$ cat src/rtl/gc_pkg.sv
// ---------------------------------------------------------------------------
// gc_pkg
// Shared constants and types for the GameCube joybus pad responder.
//   CMD_ID / CMD_POLL   : console command bytes that get an answer
//   ID_REPLY            : fixed 24-bit identify answer (standard controller)
//   *_BITS              : command and reply lengths, sized for the 7-bit
//                         bit counter
//   gc_state_e          : responder FSM states
//   reply_word()        : left-aligned reply shift word for either command
// ---------------------------------------------------------------------------
package gc_pkg;

   localparam logic [7:0]  CMD_ID          = 8'h00;
   localparam logic [7:0]  CMD_POLL        = 8'h40;
   localparam logic [23:0] ID_REPLY        = 24'h090000;

   localparam logic [6:0]  CMD_BYTE_BITS   = 7'd8;
   localparam logic [6:0]  POLL_CMD_BITS   = 7'd24;
   localparam logic [6:0]  ID_REPLY_BITS   = 7'd24;
   localparam logic [6:0]  POLL_REPLY_BITS = 7'd64;

   typedef enum logic [2:0] {
      IDLE,
      RX,
      STOP,
      IGNORE,
      TURN,
      TX,
      TXSTOP
   } gc_state_e;

   // Replies are shifted out of bit 63, so the short identify word sits in
   // the top 24 bits.
   function automatic logic [63:0] reply_word(input logic        is_poll,
                                              input logic [63:0] pad);
      return is_poll ? pad : {ID_REPLY, 40'h0};
   endfunction

endpackage

$ cat src/rtl/gc_line_sync.sv
// ---------------------------------------------------------------------------
// gc_line_sync
// Two-flop synchronizer for the asynchronous joybus line plus a falling-edge
// pulse. Resets to line-high (the idle bus level) so no false edge is seen
// when reset is released.
//   clk     : system clock
//   reset   : asynchronous, active-low reset
//   line_i  : raw joybus level
//   line_o  : synchronized line level (2 clk latency)
//   fall_o  : one-cycle pulse aligned with line_o going low
// ---------------------------------------------------------------------------
module gc_line_sync
   import gc_pkg::*;
(
   input  logic clk,
   input  logic reset,
   input  logic line_i,
   output logic line_o,
   output logic fall_o
);

   // [0] first stage, [1] second stage (synchronized), [2] previous value
   logic [2:0] sync_q;
   logic [2:0] sync_d;

   always_comb begin
      sync_d = {sync_q[1:0], line_i};
   end

   always_ff @(posedge clk or negedge reset) begin
      if (!reset) begin
         sync_q <= 3'b111;
      end else begin
         sync_q <= sync_d;
      end
   end

   assign line_o = sync_q[1];
   assign fall_o = sync_q[2] & ~sync_q[1];

endmodule

$ cat src/rtl/gc_pad_responder.sv
// ---------------------------------------------------------------------------
// gc_pad_responder
// Controller side of the GameCube single-wire joybus. Decodes console
// commands and answers identify (0x00) with 0x090000 and poll (0x40 xx yy)
// with the 64-bit pad state. The line is driven open-drain.
//   clk          : system clock
//   reset        : asynchronous, active-low reset
//   gc_in        : raw joybus line level (asynchronous to clk)
//   gc_drive_low : 1 = pull the line low, 0 = release
//   pad_state    : poll reply payload, MSB first
//   rumble       : bit 0 of the last accepted poll's third byte
//   busy         : high from the first command edge until the reply ends
//   poll_strobe  : one-cycle pulse when a poll reply is loaded
// ---------------------------------------------------------------------------
module gc_pad_responder
   import gc_pkg::*;
#(
   parameter int US_CYCLES  = 25,
   parameter int TURN_US    = 4,
   parameter int TIMEOUT_US = 64
) (
   input  logic        clk,
   input  logic        reset,
   input  logic        gc_in,
   output logic        gc_drive_low,
   input  logic [63:0] pad_state,
   output logic        rumble,
   output logic        busy,
   output logic        poll_strobe
);

   localparam int SLOT_CYC = 4 * US_CYCLES;
   localparam int TURN_CYC = TURN_US * US_CYCLES;
   localparam int CNT_MAX  = (SLOT_CYC > TURN_CYC) ? SLOT_CYC : TURN_CYC;
   localparam int CNT_W    = $clog2(CNT_MAX + 1);
   localparam int TMO_CYC  = TIMEOUT_US * US_CYCLES;
   localparam int TMO_W    = $clog2(TMO_CYC + 1);

   localparam logic [CNT_W-1:0] CNT_ONE     = CNT_W'(1);
   localparam logic [CNT_W-1:0] SAMPLE_LAST = CNT_W'(2 * US_CYCLES - 1);
   localparam logic [CNT_W-1:0] TURN_LAST   = CNT_W'(TURN_CYC - 1);
   localparam logic [CNT_W-1:0] SLOT_LAST   = CNT_W'(SLOT_CYC - 1);
   localparam logic [CNT_W-1:0] ONE_LOW     = CNT_W'(US_CYCLES);
   localparam logic [CNT_W-1:0] ZERO_LOW    = CNT_W'(3 * US_CYCLES);
   localparam logic [CNT_W-1:0] STOP_LOW    = CNT_W'(2 * US_CYCLES);
   localparam logic [CNT_W-1:0] STOP_LAST   = CNT_W'(2 * US_CYCLES - 1);
   localparam logic [TMO_W-1:0] TMO_ONE     = TMO_W'(1);
   localparam logic [TMO_W-1:0] TMO_LAST    = TMO_W'(TMO_CYC - 1);

   logic line;
   logic fall;

   gc_line_sync u_line_sync (
      .clk    (clk),
      .reset  (reset),
      .line_i (gc_in),
      .line_o (line),
      .fall_o (fall)
   );

   gc_state_e         state_q,  state_d;
   logic [CNT_W-1:0]  cnt_q,    cnt_d;
   logic [TMO_W-1:0]  tmo_q,    tmo_d;
   logic [6:0]        bit_q,    bit_d;
   logic [6:0]        len_q,    len_d;
   logic [23:0]       cmd_q,    cmd_d;
   logic [63:0]       reply_q,  reply_d;
   logic              pend_q,   pend_d;
   logic              rumble_q, rumble_d;
   logic              strobe_q, strobe_d;
   logic              drive_q,  drive_d;
   logic              busy_q,   busy_d;

   logic [23:0]       cmd_shift;
   logic [6:0]        bit_inc;
   logic              is_poll;

   always_comb begin
      state_d   = state_q;
      cnt_d     = cnt_q;
      tmo_d     = tmo_q;
      bit_d     = bit_q;
      len_d     = len_q;
      cmd_d     = cmd_q;
      reply_d   = reply_q;
      pend_d    = pend_q;
      rumble_d  = rumble_q;
      strobe_d  = 1'b0;
      drive_d   = 1'b0;
      busy_d    = 1'b0;
      cmd_shift = {cmd_q[22:0], line};
      bit_inc   = bit_q + 7'd1;
      // A stop bit only completes a poll once all 24 command bits are in.
      is_poll   = (bit_q == POLL_CMD_BITS) && (cmd_q[23:16] == CMD_POLL);

      case (state_q)
         IDLE: begin
            if (fall) begin
               state_d = RX;
               cnt_d   = '0;
               tmo_d   = '0;
               bit_d   = '0;
               cmd_d   = '0;
               pend_d  = 1'b1;
            end
         end

         RX, STOP: begin
            if (fall) begin
               // Every falling edge opens a bit cell; sample it 2 us later.
               cnt_d  = '0;
               tmo_d  = '0;
               pend_d = 1'b1;
            end else begin
               if (line) begin
                  tmo_d = tmo_q + TMO_ONE;
               end
               if (pend_q) begin
                  cnt_d = cnt_q + CNT_ONE;
                  if (cnt_q == SAMPLE_LAST) begin
                     pend_d = 1'b0;
                     if (state_q == RX) begin
                        cmd_d = cmd_shift;
                        bit_d = bit_inc;
                        if (bit_inc == CMD_BYTE_BITS) begin
                           if (cmd_shift[7:0] == CMD_ID) begin
                              state_d = STOP;
                           end else if (cmd_shift[7:0] != CMD_POLL) begin
                              state_d = IGNORE;
                           end
                        end else if (bit_inc == POLL_CMD_BITS) begin
                           state_d = STOP;
                        end
                     end else if (line) begin
                        // Short low pulse: a valid console stop bit.
                        state_d  = TURN;
                        cnt_d    = '0;
                        reply_d  = reply_word(is_poll, pad_state);
                        len_d    = is_poll ? POLL_REPLY_BITS : ID_REPLY_BITS;
                        strobe_d = is_poll;
                        if (is_poll) begin
                           rumble_d = cmd_q[0];
                        end
                     end else begin
                        state_d = IGNORE;
                     end
                  end
               end
               if (line && (tmo_q == TMO_LAST)) begin
                  state_d = IDLE;
                  pend_d  = 1'b0;
               end
            end
         end

         IGNORE: begin
            if (fall) begin
               tmo_d = '0;
            end else if (line) begin
               if (tmo_q == TMO_LAST) begin
                  state_d = IDLE;
               end else begin
                  tmo_d = tmo_q + TMO_ONE;
               end
            end
         end

         TURN: begin
            cnt_d = cnt_q + CNT_ONE;
            if (cnt_q == TURN_LAST) begin
               state_d = TX;
               cnt_d   = '0;
               bit_d   = '0;
            end
         end

         TX: begin
            cnt_d = cnt_q + CNT_ONE;
            if (cnt_q == SLOT_LAST) begin
               cnt_d   = '0;
               reply_d = {reply_q[62:0], 1'b0};
               if (bit_q == (len_q - 7'd1)) begin
                  state_d = TXSTOP;
               end else begin
                  bit_d = bit_inc;
               end
            end
         end

         TXSTOP: begin
            cnt_d = cnt_q + CNT_ONE;
            if (cnt_q == STOP_LAST) begin
               state_d = IDLE;
               cnt_d   = '0;
            end
         end

         default: begin
            state_d = IDLE;
         end
      endcase

      // Line drive is registered from next-state values so it changes on the
      // same edge as the slot counter it depends on.
      case (state_d)
         TX:      drive_d = cnt_d < (reply_d[63] ? ONE_LOW : ZERO_LOW);
         TXSTOP:  drive_d = cnt_d < STOP_LOW;
         default: drive_d = 1'b0;
      endcase
      busy_d = (state_d != IDLE);
   end

   always_ff @(posedge clk or negedge reset) begin
      if (!reset) begin
         state_q  <= IDLE;
         cnt_q    <= '0;
         tmo_q    <= '0;
         bit_q    <= '0;
         len_q    <= '0;
         cmd_q    <= '0;
         reply_q  <= '0;
         pend_q   <= 1'b0;
         rumble_q <= 1'b0;
         strobe_q <= 1'b0;
         drive_q  <= 1'b0;
         busy_q   <= 1'b0;
      end else begin
         state_q  <= state_d;
         cnt_q    <= cnt_d;
         tmo_q    <= tmo_d;
         bit_q    <= bit_d;
         len_q    <= len_d;
         cmd_q    <= cmd_d;
         reply_q  <= reply_d;
         pend_q   <= pend_d;
         rumble_q <= rumble_d;
         strobe_q <= strobe_d;
         drive_q  <= drive_d;
         busy_q   <= busy_d;
      end
   end

   assign gc_drive_low = drive_q;
   assign rumble       = rumble_q;
   assign busy         = busy_q;
   assign poll_strobe  = strobe_q;

endmodule

$ cat config.mk
export PLATFORM = sky130hd
export DESIGN_NAME = gc_pad_responder
export DESIGN_NICKNAME = d
export VERILOG_FILES = /design/src/rtl/gc_pkg.sv /design/src/rtl/gc_line_sync.sv /design/src/rtl/gc_pad_responder.sv
export SDC_FILE = /design/constraint.sdc
export NUM_CORES = 1
export LEC_CHECK = 0
export BUFFER_PORTS_ARGS = -buffer_cell sky130_fd_sc_hd__buf_2
export CAP_MARGIN = 10
export CORE_MARGIN = 5
export CORE_UTILIZATION = 30
export DETAILED_ROUTE_END_ITERATION = 8
export REMOVE_ABC_BUFFERS = 1
export SETUP_SLACK_MARGIN = 0.3
export SLEW_MARGIN = 0
export SYNTH_ARGS = -nofsm -noshare
export SYNTH_HDL_FRONTEND = slang
export SYNTH_SLANG_ARGS = --single-unit
$ cat constraint.sdc
create_clock -name clk -period 5.43 [get_ports clk]
set_input_delay 0.8145 -clock clk [delete_from_list [all_inputs] [get_ports clk]]
set_output_delay 0.8145 -clock clk [all_outputs]
set_load 0.02 [all_outputs]
* Word-level counts from Yosys, hierarchy flattened *
Index checks and enable logic that the tools add are counted.
Widths: inputs -> output; s select.

cells by class
  $add $sub $neg = 4
  bitwise logic cells = 4
  equal/unequal tests = 30
  magnitude comparators = 2
  reductions and logical operators = 18
  mux-type cells = 73

operators by type and width
  kind                   number
  $mux 64                7
  $pmux 64 s2            1
  $mux 7                 18
  $mux 24                5
  $mux 11                6
  $pmux 7 s4             2
  $mux 3                 18
  $pmux 24 s2            1
  $pmux 11 s3            1
  $ne 2x2->1 const B     9
  $pmux 3 s6             1
  $eq 3x3->1 const B     5
  $add 7x1->7 const B    2
  $eq 7x5->1 const B     2
  $reduce_and 7->1       2
  $reduce_and 6->1       2
  $add 11x1->11 const B  1
  $eq 11x11->1 const B   1
  $mux 1                 11
  $reduce_and 9->1       1
  $eq 8x7->1 const B     1
  $logic_not 8->1        1
  $ne 8x7->1 const B     1
  $eq 7x4->1 const B     1
  22 further kinds       31

storage, ports and cells
  word-level logic and storage cells = 145
  bits in registers = 131
  output and inout port bits = 4
  input port bits = 67

* Logic depth before layout (Yosys ltp) *
Gate-level depths: netlist of the first run.

  depth after elaboration = 12
  depth in mapped cells = 15
  mapped depth without buffers = 14

* Modules after synthesis *
From an unflattened synthesis of the first run, not the netlist that was laid out.

second synthesis, totals
  cells, all modules = 671
  area, all modules = 6,155.9 sq um

by module, submodules not included
  module            cells an instance  area an instance (sq um)  sequential area each (sq um)  times used
  gc_pad_responder  667                6,063.3                   3,078.0                       1
  gc_line_sync      4                  92.6                      78.8                          1

* Worst setup path after synthesis of the first run *
Ideal clock, no wire load.

  kind = reg-to-reg
  from = reg cnt_q[1]
  to = reg drive_q (netlist: gc_drive_low)
  arrival = 2,776 ps
  buffers on the path = 1
  clock period less this slack = 2,909 ps
  library setup time = 133 ps
  cell stages (with the launch flop) = 16
  slack = 2,521 ps
  data required time = 5,297 ps
  cell sequence = dfrtp_1 -> inv_1 -> ha_1 -> nor4b_4 -> and3_1 -> buf_2 -> nand2_1 -> nor3_2 -> nor2_1 -> a22oi_1 -> nand2_1 -> ha_1 -> nor4b_1 -> nor2_1 -> a311oi_1 -> o32ai_1

on the way
  elaborated cells on any way between the ends = 31
  those cells by class = add/sub (1); order compare (2); eq/ne (4); mux (24)

RTL lines
  item                      RTL line                 RTL
  start: declaration        gc_pad_responder.sv:62   logic [CNT_W-1:0] cnt_q, cnt_d;
  start signal: assignment  gc_pad_responder.sv:229  cnt_q <= cnt_d;
  $eq 7x6->1                gc_pad_responder.sv:120  if (cnt_q == SAMPLE_LAST) begin
  $mux 64                   gc_pad_responder.sv:120
  $mux 64                   gc_pad_responder.sv:118  if (pend_q) begin
  $mux 64                   gc_pad_responder.sv:109  if (fall) begin
  $pmux 64 s2 (*)           gc_pad_responder.sv:96   case (state_q)
  via reply_d[63]           gc_pad_responder.sv:67   logic [63:0] reply_q, reply_d;
  $mux 7 (*)                gc_pad_responder.sv:206  TX: drive_d = cnt_d < (reply_d[63] ? ONE_LOW : ZERO_LOW);
  $lt 7x7->1 (*)            gc_pad_responder.sv:206
  $pmux 1 s2 (*)            gc_pad_responder.sv:205  case (state_d)
  via drive_d               gc_pad_responder.sv:71   logic drive_q, drive_d;
  end signal: assignment    gc_pad_responder.sv:238  drive_q <= drive_d;
  end: declaration          gc_pad_responder.sv:71

The timed path passes the listed nets; every way through them passes the cells marked *. The select of a mux whose other input is x is not followed.
A chain may end at the register's enable or synchronous reset.

* Worst setup path after layout of the first run *
  from = reg cnt_q[0]
  to = reg drive_q (netlist: gc_drive_low)

The elaborated chain is that of the path after synthesis.

==> results by stage, run 1 <==
Cells and area:
- The relative area change from synthesis to final layout is 19.3%.
- After filler insertion, the fill cell instance count of the layout stands at 2033.
- Summing all flip-flop and latch instances after layout gives 3160 µm².
- In the final layout, the multi-input gates occupy 2710 µm².
- The number of nets in the finished design is 793.
- Cells fill 36.0% of the core in the end.
- The fraction of layout cells with a size suffix above 1 is 18.2%.
- 0 antenna diodes ended up in the layout.

Floorplan:
- The die height is 152 µm.
- Once the floorplan was initialized, standard cells occupied 30.2% of the core.
- The number of standard-cell rows in the floorplan is 52.
- The die extent in x is 152 µm.
- The floorplan step defined a core boundary enclosing 20100 µm².
- The overall die area is 23200 µm².
- 71 I/O pins were placed.

Clock tree:
- In this run the clock root is driven by a clkbuf_16.
- TritonCTS built the clock tree.
- Buffers inserted during clock tree synthesis total 17.
- The clock passes through at most 2 buffers.
- For the worst-skew pair, the clock arrives at the later sink with an insertion delay of 420 ps.
- CTS built an H-tree with a depth of 4.
- The count of instances resized after the clock tree is built is 0.
- Clock-pin slew was measured on the worst setup and hold paths at 60 ps.
- Post-CTS timing repair inserted 0 buffers for setup.
- The hold-fix buffer count after cts is 0.
- The clock drives 126 sinks.

Timing:
- The hold violation total from the final report is 0.
- Setup repair after global routing left no endpoint under its margin.
- The max-slew violation count is 0.
- Across the routed clock network, the largest skew measured is 8.14 ps.
- The minimum hold slack is 333 ps.
- Setup violations remaining at the end of the flow were counted as 0.
- At the pin with the least slew margin, the transition time is 831 ps.
- Based on the critical path, the design can be clocked at up to 275 MHz.
- The tightest slew margin relative to the limit is 44.4%.
- The portion of the clock cycle consumed by the worst path in the final layout is 66.9%.
- The post-layout minimum cycle time is 3630 ps.

Setup path:
- The critical register-to-register path startpoint is cnt_q[0].
- Following the worst setup path forward leads to its endpoint at gc_drive_low.
- Of all nets on the critical path, the largest fanout is 64.
- The cell depth of the worst flop-to-flop path is 14.
- The class of the most critical setup path is flop to flop.
- Data on the critical path is required at its endpoint by 5710 ps.
- STA classifies the critical path startpoint as a flop.
- Walking the worst path, the cells encountered are ha_1 > nor4b_4 > and3_1 > nand2_1 > nor3_2 > nor2_4 > buf_4 > a22oi_1 > nand2_1 > ha_1 > nor4b_1 > nor2_1 > a311oi_1 > o32ai_1.
- Data arrives at the worst endpoint at 3910 ps.
- The slack of the worst reg-to-reg path is 1800 ps.
- The slowest stage of the critical path belongs to the cell dfrtp_1.
- The largest stage delay on the critical path is 450 ps.
- The endpoint of the worst register-to-register path is gc_drive_low.
- The startpoint of the worst setup timing path is cnt_q[0].
- The element type at the critical path end is a flop.

Routing:
- The total number of vias is 4828.
- After detailed routing, the average wire length per cell comes to 13.4 µm.
- The count of nets left with antenna violations once routing finished came out at 0.
- The final routed DRC violation total is 0.
- The first detailed-routing pass ran for 6 iterations.
- The final layout contains routed wiring with a total length of 13.4 mm.
- In this run, the number of DRC markers left after iteration 0 of detailed routing was 473.
- In the routed layout, each cell is associated on average with a via count of 4.82.

Power and ir drop:
- The clock network is responsible for 50.2% of the overall power.
- The portion of total power attributed to combinational logic is 5.8%.
- The maximum vdd drop is 0.228 mV.
- Of the total power, the share spent switching nets is 24.0%.
- For this design the static power due to leakage is 0.00314 µW.
- The power per unit of standard cell area is 306 nW/µm².
- Summed over all nets, the switching power comes to 533 µW.
- The design internal power is 1690 µW.
- In this run, flip-flops and latches consume 44.0% of the power.

Global route:
- The first global-routing pass estimated 22.1 mm of wire.
- The number of antenna violations at the first check in global routing was 1.
- The aggregate global routing overflow is 0.
- The number of global-route vias before repair was 4463.
- Global routing used 11.6% of the available tracks.
- Entering global routing, the biggest net connects 66 pins.

Placed design:
- The count of input and output buffers is 70.
- Routability-driven placement finished with a final weighted congestion of 0.892.
- The final HPWL from detailed placement is 8.97 mm.

Synth:
- Synthesis instantiated 65 different standard cells from the library.
- The number of synthesized flops with an enable pin is 0.
- The mean instance size in the synthesized netlist is 9.19 µm².
- The gate count of the mapped netlist is 661.
- Sequential cells were found to cover 52.0% of the synthesized design area.
- The most area-hungry cell type in the Yosys netlist is dfrtp_1.
- The synthesized design devotes to its leading area cell type 50.7% of total area.
- The number of warnings issued by yosys is 0.
- Among all flip-flop cells after synthesis, the most frequent one is dfrtp_1.
- Summing every instance area after synthesis gives 6070 µm².
- Counting flops and latches in the post-synthesis netlist gives 126.
- Sorting the synthesized cells by area gives the leading types as dfrtp_1 (51%), nand2_1 (12%), a22oi_1 (7.8%).
- After synthesis, the share of flip-flops with an asynchronous set or reset is 100%.

Status:
- The flow ran to the end, and the final reports show no timing, DRC or antenna violations.

Flow run:
- The count of maximum capacitance violations is 0.

Hold path:
- The min-delay analysis places its worst path in the category primary input to async pin.
-- power groups by stage --
stage	combinational [µW]	clock [µW]	sequential [µW]
floorplan	65.1	0	988
global placement	131	0	993
detailed placement	131	0	993
CTS	131	1140	977
global route	152	1190	980
finish	129	1110	977
-- layer usage --
metal / global-route usage, % / routed length, µm / vias up
met4: 4.20 / 213 / 2
met3: 4.17 / 632 / 17
met2: 17.1 / 6150 / 104
met5: 0 / 10 / -
met1: 15.8 / 6400 / 2280
li1: - / - / 2425
-- logic make-up after synthesis --
group | count (synthesis) | share of synthesized area [%]
compound gates | 161 | 18.3
simple gates | 299 | 22.0
xor+xnor | 11 | 1.59
fa+ha+maj | 8 | 1.65
flops | 126 | 52.0
buf+inv | 51 | 3.65
mux | 5 | 0.845
-- Yosys cell counts, types with 2 or more instances --
library cell	count
or3_1	4
a311oi_1	5
xnor2_1	6
a31oi_1	3
nor3_1	6
nand2b_1	5
a211oi_1	2
dfstp_2	3
ha_1	8
dfrtp_1	123
nand4bb_1	3
o21a_1	2
nand3b_1	3
nor2_1	28
and2_1	4
o211ai_1	2
or2_2	2
o31ai_1	2
mux2i_1	4
o21ai_0	41
xor2_1	5
clkbuf_1	20
o22ai_1	4
a22oi_1	63
a21oi_1	13
nand4_1	6
inv_1	10
a21o_1	2
nand3_1	15
buf_2	17
a21boi_0	2
o21ai_1	5
and3_1	6
o31ai_2	4
nor2b_1	4
nand2_1	200
-- worst max-delay path: cells and delay by family, from the launching register on --
| family | cells | cell delay [ps] |
|---|---|---|
| compound gates | 3 | 670 |
| fa+ha+maj | 2 | 500 |
| buf+inv | 1 | 310 |
| flops | 1 | 450 |
| simple gates | 8 | 1520 |
-- state kept, by name, summed over array words and instances (netlist names) --
register / flops
reply_q: 64
cmd_q: 24
tmo_q: 11
bit_q: 7
cnt_q: 7
state_q: 3
u_line_sync.sync_q: 3
len_q: 2
busy: 1
gc_drive_low: 1
pend_q: 1
poll_strobe: 1
rumble: 1
-- cell usage in the layout, fill, tap and decap left out, types with 5 or more instances in the layout --
master     synthesis  layout
xor2_1             5       5
xnor2_1            6       6
a311oi_1           5       5
clkbuf_16          0      17
inv_1             10      10
buf_4              0       8
o21ai_0           41      41
ha_1               8       8
o21ai_1            5       5
buf_2             17      69
nand3_1           15      15
nor3_1             6       5
nand4_1            6       6
dfrtp_1          123     123
nand2_1          200     200
nand2b_1           5       5
nor2_1            28      26
a21oi_1           13      13
a22oi_1           63      63
inv_6              0       5
and3_1             6       6
-- worst min path at each step --
stage	from	end	slack, ps	cells past startpoint
3_3_place_gp	u_line_sync.sync_q[0]	u_line_sync.sync_q[1]	350	0
2_1_floorplan	u_line_sync.sync_q[0]	u_line_sync.sync_q[1]	350	0
3_5_place_dp	u_line_sync.sync_q[0]	u_line_sync.sync_q[1]	350	0
6_report	reset	bit_q[0]	330	1
5_1_grt	reset	cmd_q[21]	350	1
4_1_cts	reset	bit_q[1]	330	1
-- stage by stage --
step                std cells  setup slack [ps]  power (µW)  area, µm²  setup TNS, ps
finish                   1001              1800        2220       7240              0
global route             1001              1470        2320       7240              0
CTS                      1001              1810        2250       7240              0
detailed placement        969              1830        1120       6660              0
global placement          969              1930        1120       6660              0
floorplan                 622             -2910        1050       5900        -121660
-- final cells by class --
| type | instances | area share, % |
|---|---|---|
| Sequential cell | 126 | 43.6 |
| Clock inverter | 14 | 2.14 |
| Timing Repair Buffer | 77 | 5.60 |
| Multi-Input combinational cell | 484 | 37.5 |
| Tap cell | 270 | 4.66 |
| Clock buffer | 18 | 5.92 |
| Inverter | 12 | 0.639 |
Note: power is estimated with default switching activity, not from simulation.
==> run 2: changes to the inputs <==
==> constraint.sdc (replaced) <==
create_clock -name clk -period 3.67 [get_ports clk]
set_input_delay 0.5505 -clock clk [delete_from_list [all_inputs] [get_ports clk]]
set_output_delay 0.5505 -clock clk [all_outputs]
set_load 0.02 [all_outputs]
==> results by stage, run 2 (synthesis gave the netlist of run 1 again) <==
Placed design:
- The final weighted congestion in routability-driven placement is 0.858 (was 0.892).
- The placed instance area is 6690 µm² (was 6660 µm²).
- The count of input and output buffers is 70 (unchanged).
- The worst setup timing slack at the placement stage came to 418 ps (was 1830 ps).
- The final HPWL from detailed placement is 9.24 mm (was 8.97 mm).

Clock tree:
- The clock tree from TritonCTS was done (unchanged).
- The H-tree level count was 4 (unchanged).
- The worst-case clock buffer depth is 2 (unchanged).
- The clock latency on the worst-skew pair came to 420 ps (about the same).
- The number of buffers inserted during clock tree synthesis is 17 (unchanged).
- The number of clock sinks is 126 (unchanged).
- The clock root buffer was clkbuf_16 (unchanged).
- The clock edge transition at the registers on the reported setup and hold paths was 60 ps (about the same).

Cells and area:
- The register with the most flip-flops is reply_q (unchanged).
- The number of nets in the finished design came to 797 (was 793).
- Top library cells by usage in the layout, fill and taps aside: nand2_1 (200), dfrtp_1 (123), buf_2 (69) (unchanged).
- The count of inserted antenna diode cells was 0 (unchanged).
- The leading cell type in the layout, fill and taps excluded was nand2_1 (unchanged).
- Biggest regs: reply_q: 64 flops, cmd_q: 24 flops, tmo_q: 11 flops (unchanged).
- The post-route cell area is 7300 µm² (was 7240 µm²).
- The fraction of layout cells with a size suffix above 1 is 18.8% (was 18.2%).
- The relative area change from synthesis to final layout is 20.3% (was 19.3%).
- The flip-flop count of the largest register, all copies and words added was 64 (unchanged).

Floorplan:
- The starting density of the core is 30.2% (unchanged).
- The die extent in x came to 152 µm (unchanged).
- The die height came to 152 µm (unchanged).
- The I/O pin total is 71 (unchanged).
- The number of standard-cell rows in the floorplan is 52 (unchanged).
- The core area is 20100 µm² (unchanged).
- The overall die area came to 23200 µm² (unchanged).

Timing:
- The max-slew violation count is 0 (unchanged).
- The number of failing setup endpoints in the final timing report is 0 (unchanged).
- The tightest slew margin relative to the limit was 47.0% (was 44.4%).
- The worst setup skew after layout is 13.0 ps (was 8.14 ps).
- The actual transition at the worst max-transition pin is 796 ps (was 831 ps).
- Setup repair after global routing missed its margin: no (unchanged).
- The hold violation total from the final report is 0 (unchanged).
- The portion of the clock cycle consumed by the worst path in the final layout is 84.2% (was 66.9%).
- The worst setup margin is 580 ps (was 1800 ps).
- The highest clock frequency the design can meet is 324 MHz (was 275 MHz).
- The post-layout minimum cycle time is 3090 ps (was 3630 ps).
- The minimum hold slack is 230 ps (was 333 ps).

Flow run:
- The count of maximum capacitance violations came to 0 (unchanged).

Routing:
- The average vias per placed instance is 4.85 (was 4.82).
- The total number of vias is 4870 (was 4828).
- The met2 wirelength from detailed routing was 6.31 mm (was 6.15 mm).
- The first-iteration detailed-routing DRC count came to 397 (was 473).
- The routed wire length was 13.7 mm (was 13.4 mm).
- The detailed-route wire length per cell is 13.6 µm (was 13.4 µm).
- The final routed DRC violation total is 0 (unchanged).
- The total length of routed met3 wires is 620 µm (was 632 µm).
- The detailed-routing iteration count for the pre-antenna-repair pass is 4 (was 6).
- The top metal layer carrying routed signals is met4 (was met5).
- The remaining number of nets flagged by the antenna check after routing is 0 (unchanged).
- The length of routed wiring on met1 is 6.56 mm (was 6.40 mm).

Power and ir drop:
- The post-layout total power is 3270 µW (was 2220 µW).
- The reported leakage power is 0.00316 µW (was 0.00314 µW).
- The power per unit of standard cell area is 448 nW/µm² (was 306 nW/µm²).
- The maximum vdd drop was 0.301 mV (was 0.228 mV).

Setup path:
- The largest stage delay on the critical path is 470 ps (was 450 ps).
- The endpoint of the worst register-to-register path is gc_drive_low (unchanged).
- The arrival time reported for the critical path endpoint is 3370 ps (was 3910 ps).
- The required time reported for the critical path endpoint is 3950 ps (was 5710 ps).
- The slack of the worst reg-to-reg path is 580 ps (was 1800 ps).
- The cell with the largest stage delay on the worst path is dfrtp_1 (unchanged).
- The cell family contributing the most delay on the critical path is simple AND/OR/NAND/NOR gates (unchanged).
- The number of buffer and inverter stages on the critical path is 0 (was 1).
- The cell depth of the worst flop-to-flop path is 13 (was 14).
- Worst-path cell chain: ha_1 > nor4b_4 > and3_2 > nand2_1 > nor3_4 > nor2_4 > a22oi_1 > nand2_1 > ha_1 > nor4b_2 > nor2_1 > a311oi_1 > o32ai_1 (was ha_1 > nor4b_4 > and3_1 > nand2_1 > nor3_2 > nor2_4 > buf_4 > a22oi_1 > nand2_1 > ha_1 > nor4b_1 > nor2_1 > a311oi_1 > o32ai_1).
- The element type at the critical path end is a flop (unchanged).
- The maximum net fanout on the critical path came to 7 (was 64).
- The class of the most critical setup path is flop to flop (unchanged).
- The category of the worst setup path launch point is a flop (unchanged).
- The critical register-to-register path startpoint was cnt_q[0] (unchanged).

Global route:
- The aggregate global routing overflow was 0 (unchanged).
- The number of global-route vias before repair is 4745 (was 4463).
- The global-route wire length before repair is 23.2 mm (was 22.1 mm).
- The largest net degree at the start of global routing came to 66 (unchanged).
- The total routing usage reported by global routing came to 12.0% (was 11.6%).
- The number of antenna violations at the first check in global routing is 0 (was 1).

Hold path:
- The class of the most critical hold timing path was primary input to async pin (unchanged).

Status:
- Run status: complete, no violations (unchanged).
==> run 2: worst max path at each step <==
stage / startpoint / end / cells past startpoint
after detailed placement: cnt_q[1] / gc_drive_low / 14
final: cnt_q[0] / gc_drive_low / 13
after global placement: cnt_q[1] / gc_drive_low / 14
after floorplan: cnt_q[0] / gc_drive_low / 12
after CTS: cnt_q[1] / gc_drive_low / 14
after global routing: cnt_q[0] / gc_drive_low / 13
==> run 2: where the power goes <==
group	internal, µW	switching, µW
sequential	1410	35.0
combinational	80.8	120
clock	1030	597
total	2520	752
==> run 2: final cells by class <==
type / instances / area (µm²)
Sequential cell: 126 / 3160
Multi-Input combinational cell: 484 / 2740
Clock inverter: 11 / 116
Tap cell: 270 / 338
Inverter: 12 / 46.3
Clock buffer: 21 / 460
Timing Repair Buffer: 81 / 448
Fill cell: 2041 / 12800
==> run 2: layer usage <==
layer	global-route usage, %	vias up
li1	-	2436
met1	16.3	2309
met2	18.1	106
met3	3.69	19
met4	4.49	0
met5	0	-
==> run 2: what timing repair did <==
item	CTS	global route
setup buffers	0	2
resized for setup	0	4
hold buffers	0	0
endpoints found under the setup margin	0	1
==> run 2: through the flow <==
| stage | cells | utilization (%) | TNS, ps |
|---|---|---|---|
| after floorplan | 622 | - | -239020 |
| after global placement | 971 | 33.3 | 0 |
| after detailed placement | 971 | 33.3 | 0 |
| after CTS | 1003 | 36.1 | 0 |
| after global routing | 1005 | 36.3 | 0 |
| final | 1005 | 36.3 | 0 |
==> run 3: changes to the inputs <==
--- a/config.mk
+++ b/config.mk
@@ -5,6 +5,7 @@
 export SDC_FILE = /design/constraint.sdc
 export NUM_CORES = 1
 export LEC_CHECK = 0
+export ABC_AREA = 1
 export BUFFER_PORTS_ARGS = -buffer_cell sky130_fd_sc_hd__buf_2
 export CAP_MARGIN = 10
 export CORE_MARGIN = 5
==> constraint.sdc (replaced) <==
create_clock -name clk -period 2.9 [get_ports clk]
set_input_delay 0.435 -clock clk [delete_from_list [all_inputs] [get_ports clk]]
set_output_delay 0.435 -clock clk [all_outputs]
set_load 0.02 [all_outputs]
==> results by stage, run 3 <==
Synth:
- The number of synthesized flops with an enable pin is 0 (unchanged).
- The proportion of netlist area held by the largest area contributor is 48.0% (was 50.7%).
- The compound-gate portion of the synthesized area is 15.2% (was 18.3%).
- The most area-hungry cell type in the Yosys netlist is dfrtp_1 (unchanged).
- The post-synthesis cell type count was 38 (was 65).
- The share of synthesized flip-flops with an asynchronous set or reset is 100% (unchanged).
- The post-synthesis instance area is 6410 µm² (was 6070 µm²).
- The cell with the most instances after synthesis was nand2_1 (unchanged).
- The prevailing post-synth register cell is dfrtp_1 (unchanged).
- Commonest cells post-synth: nand2_1 (208), dfrtp_1 (123), inv_1 (114) (was nand2_1 (200), dfrtp_1 (123), a22oi_1 (63)).
- The mean instance size in the synthesized netlist was 8.29 µm² (was 9.19 µm²).
- The largest family of logic cells by synthesized area is simple AND/OR/NAND/NOR gates (unchanged).
- The mux cell area share after synthesis is 0% (was 0.845%).
- The number of storage elements in the synthesis netlist is 126 (unchanged).
- The adder and majority cell fraction of the synthesized area came to 1.56% (was 1.65%).
- The xor/xnor share of the synthesized area came to 0.410% (was 1.59%).
- The part of the Yosys area used for sequential elements is 49.3% (was 52.0%).
- The simple-gate share of the synthesized area came to 23.5% (was 22.0%).
- The number of warnings issued by yosys came to 0 (unchanged).
- Cells taking the most area after synthesis: dfrtp_1 (48%), nand2_1 (12%), inv_1 (6.7%) (was dfrtp_1 (51%), nand2_1 (12%), a22oi_1 (7.8%)).
- The gate count of the mapped netlist is 773 (was 661).

Setup path:
- The cell type with the highest occurrence count on the critical path is nand2_1.
- The class of the most critical setup path is flop to flop (unchanged).
- The maximum net fanout on the critical path is 14 (was 7).
- The slack of the worst reg-to-reg path was 400 ps (was 580 ps).
- Worst-path cell chain: nor2_2 > nor2_4 > nand2_4 > nor2_4 > inv_2 > o21ai_1 > and2_4 > nor2_1 > nor2_2 > inv_2 > ha_4 > nand3_1 > nor2_1 > nand2_1 > nand2_1 > inv_1 > nand3_1 > nand2_1 (was ha_1 > nor4b_4 > and3_2 > nand2_1 > nor3_4 > nor2_4 > a22oi_1 > nand2_1 > ha_1 > nor4b_2 > nor2_1 > a311oi_1 > o32ai_1).
- The category of the worst setup path launch point is a flop (unchanged).
- The cell with the largest stage delay on the worst path is dfrtp_2 (was dfrtp_1).
- The critical register-to-register path startpoint was state_q[1] (was cnt_q[0]).
- The required time reported for the critical path endpoint is 3220 ps (was 3950 ps).
- The largest stage delay on the critical path was 460 ps (was 470 ps).
- The endpoint of the worst register-to-register path was gc_drive_low (unchanged).
- The cell depth of the worst flop-to-flop path was 18 (was 13).
- The arrival time reported for the critical path endpoint is 2820 ps (was 3370 ps).
- The element type at the critical path end is a flop (unchanged).

Floorplan:
- The die extent in x is 156 µm (was 152 µm).
- The number of standard-cell rows in the floorplan is 53 (was 52).
- The starting density of the core is 30.5% (was 30.2%).
- The die height is 156 µm (was 152 µm).
- The core area is 21000 µm² (was 20100 µm²).
- The overall die area came to 24400 µm² (was 23200 µm²).
- The I/O pin total was 71 (unchanged).

Timing:
- The highest clock frequency the design can meet is 399 MHz (was 324 MHz).
- The portion of the clock cycle consumed by the worst path in the final layout is 86.4% (was 84.2%).
- The worst setup skew after layout is 6.88 ps (was 13.0 ps).
- The minimum hold slack was 114 ps (was 230 ps).
- The actual transition at the worst max-transition pin is 583 ps (was 796 ps).
- The hold violation total from the final report was 0 (unchanged).
- The number of failing setup endpoints in the final timing report was 0 (unchanged).
- The max-slew violation count is 0 (unchanged).
- The summed negative setup slack over all endpoints came to 0 ps (unchanged).
- The post-layout minimum cycle time was 2500 ps (was 3090 ps).
- Setup repair after global routing missed its margin: yes (was no).
- The tightest slew margin relative to the limit is 61.1% (was 47.0%).

Global route:
- The aggregate global routing overflow is 0 (unchanged).
- The number of global-route vias before repair is 5295 (was 4745).
- The largest net degree at the start of global routing is 53 (was 66).
- The number of antenna violations at the first check in global routing is 0 (unchanged).
- The total routing usage reported by global routing is 13.2% (was 12.0%).
- The global-route wire length before repair is 25.9 mm (was 23.2 mm).

Clock tree:
- The number of buffers inserted during clock tree synthesis was 17 (unchanged).
- The clock latency on the worst-skew pair is 430 ps (was 420 ps).
- The clock tree from TritonCTS is done (unchanged).
- The clock root buffer is clkbuf_16 (unchanged).
- The number of clock sinks is 126 (unchanged).
- The H-tree level count is 4 (unchanged).
- The worst-case clock buffer depth was 2 (unchanged).
- The clock edge transition at the registers on the reported setup and hold paths is 60 ps (about the same).

Cells and area:
- The post-route cell area came to 7750 µm² (was 7300 µm²).
- The leading cell type in the layout, fill and taps excluded is nand2_1 (unchanged).
- Top library cells by usage in the layout, fill and taps aside: nand2_1 (205), dfrtp_1 (119), inv_1 (112) (was nand2_1 (200), dfrtp_1 (123), buf_2 (69)).
- Biggest regs: reply_q: 64 flops, cmd_q: 24 flops, tmo_q: 11 flops (unchanged).
- The fraction of layout cells with a size suffix above 1 is 20.4% (was 18.8%).
- The count of inserted antenna diode cells came to 0 (unchanged).
- The register with the most flip-flops is reply_q (unchanged).
- The flip-flop count of the largest register, all copies and words added is 64 (unchanged).
- The number of nets in the finished design is 928 (was 797).
- The relative area change from synthesis to final layout is 21.0% (was 20.3%).
- The post-layout utilization of the core is 36.9% (was 36.3%).

Routing:
- The average vias per placed instance is 4.77 (was 4.85).
- The first-iteration detailed-routing DRC count is 310 (was 397).
- The detailed-route wire length per cell is 13.9 µm (was 13.6 µm).
- The routed wire length was 15.9 mm (was 13.7 mm).
- The length of routed wiring on met1 came to 7.40 mm (was 6.56 mm).
- The remaining number of nets flagged by the antenna check after routing is 0 (unchanged).
- The final routed DRC violation total came to 0 (unchanged).
- The total length of routed met3 wires is 551 µm (was 620 µm).
- The top metal layer carrying routed signals is met4 (unchanged).
- The detailed-routing iteration count for the pre-antenna-repair pass was 7 (was 4).
- The total number of vias is 5437 (was 4870).
- The met2 wirelength from detailed routing is 7.62 mm (was 6.31 mm).

Power and ir drop:
- The power per unit of standard cell area is 599 nW/µm² (was 448 nW/µm²).
- The maximum vdd drop came to 0.444 mV (was 0.301 mV).
- The reported leakage power came to 0.00353 µW (was 0.00316 µW).
- The post-layout total power is 4640 µW (was 3270 µW).

Placed design:
- The placed instance area was 7040 µm² (was 6690 µm²).
- The final weighted congestion in routability-driven placement is 0.894 (was 0.858).
- The count of input and output buffers is 70 (unchanged).
- The final HPWL from detailed placement is 11.2 mm (was 9.24 mm).

Status:
- Run status: complete, no violations (unchanged).

Flow run:
- The count of maximum capacitance violations is 0 (unchanged).

Hold path:
- The hold-critical path endpoint is u_line_sync.sync_q[0].
- The worst min-delay path startpoint is gc_in.
- The class of the most critical hold timing path is primary input to flop (was primary input to async pin).
- Counting instances, the worst hold path has a depth of 1.
## run 3: changes by cell type in the layout (fill, tap and decap cells not counted), moves of 6 or more
cell	delta
o211ai_1	+25
inv_1	+102
nor2_1	+12
nor2_2	+6
a22oi_1	-63
o21ai_0	-6
o221ai_1	+29
nand2_2	+12
o31ai_1	+8
a21oi_1	+10
inv_2	+11
nand3_1	+32
## run 3: worst max-delay path, delay by kind of cell (launching register included)
family | cells | cell delay, ps
and+or+nand+nor | 13 | 1380
DFF | 1 | 460
adders and majority gates | 1 | 270
buffers and inverters | 3 | 180
AOI/OAI and AO/OA | 1 | 120
## run 3: cells by family after synthesis
logic type / count (synthesis)
compound gates: 142
xor+xnor: 3
fa+ha+maj: 8
buf+inv: 150
flops: 126
simple gates: 344
## run 3: cell type report
type	count	area, µm²
tap	275	344
sequential	126	3160
clock buffer	17	425
timing repair buffer	86	518
fill	2122	13300
inverter	125	472
clock inverter	15	139
multi-input combinational	497	2690
## run 3: worst max path at each step
stage | start | cells past startpoint | slack, ps | endpoint
after floorplan | cnt_q[0] | 19 | -700 | gc_drive_low
after global placement | u_line_sync.sync_q[1] | 17 | 250 | gc_drive_low
after detailed placement | u_line_sync.sync_q[1] | 17 | 240 | gc_drive_low
after CTS | cnt_q[1] | 18 | 300 | gc_drive_low
after global routing | cnt_q[2] | 18 | 180 | gc_drive_low
final | state_q[1] | 18 | 400 | gc_drive_low
## run 3: repair_timing
action | in CTS | in global routing
hold buffers | 1 | 0
hold endpoints to repair | 50 | 0
setup endpoints to repair | 14 | 48
gates resized for setup | 3 | 21
pin swaps | 1 | 4
buffers inserted | 1 | 5
## run 3: report_power, final
| part | switching (µW) | total, µW | internal [µW] |
|---|---|---|---|
| Clock | 843 | 2030 | 1180 |
| Combinational | 404 | 619 | 214 |
| Sequential | 83.5 | 1990 | 1910 |
## run 3: per-stage QoR
step	cells	worst slack (ps)
2_1_floorplan	748	-701
3_3_place_gp	1102	248
3_5_place_dp	1102	238
4_1_cts	1136	302
5_1_grt	1141	181
6_report	1141	395
## run 3: metal layers
| metal | up-vias | global-route usage (%) |
|---|---|---|
| met5 | - | 0 |
| met4 | 0 | 5.83 |
| met3 | 24 | 2.36 |
| met2 | 98 | 20.8 |
| met1 | 2596 | 17.9 |
| li1 | 2719 | - |
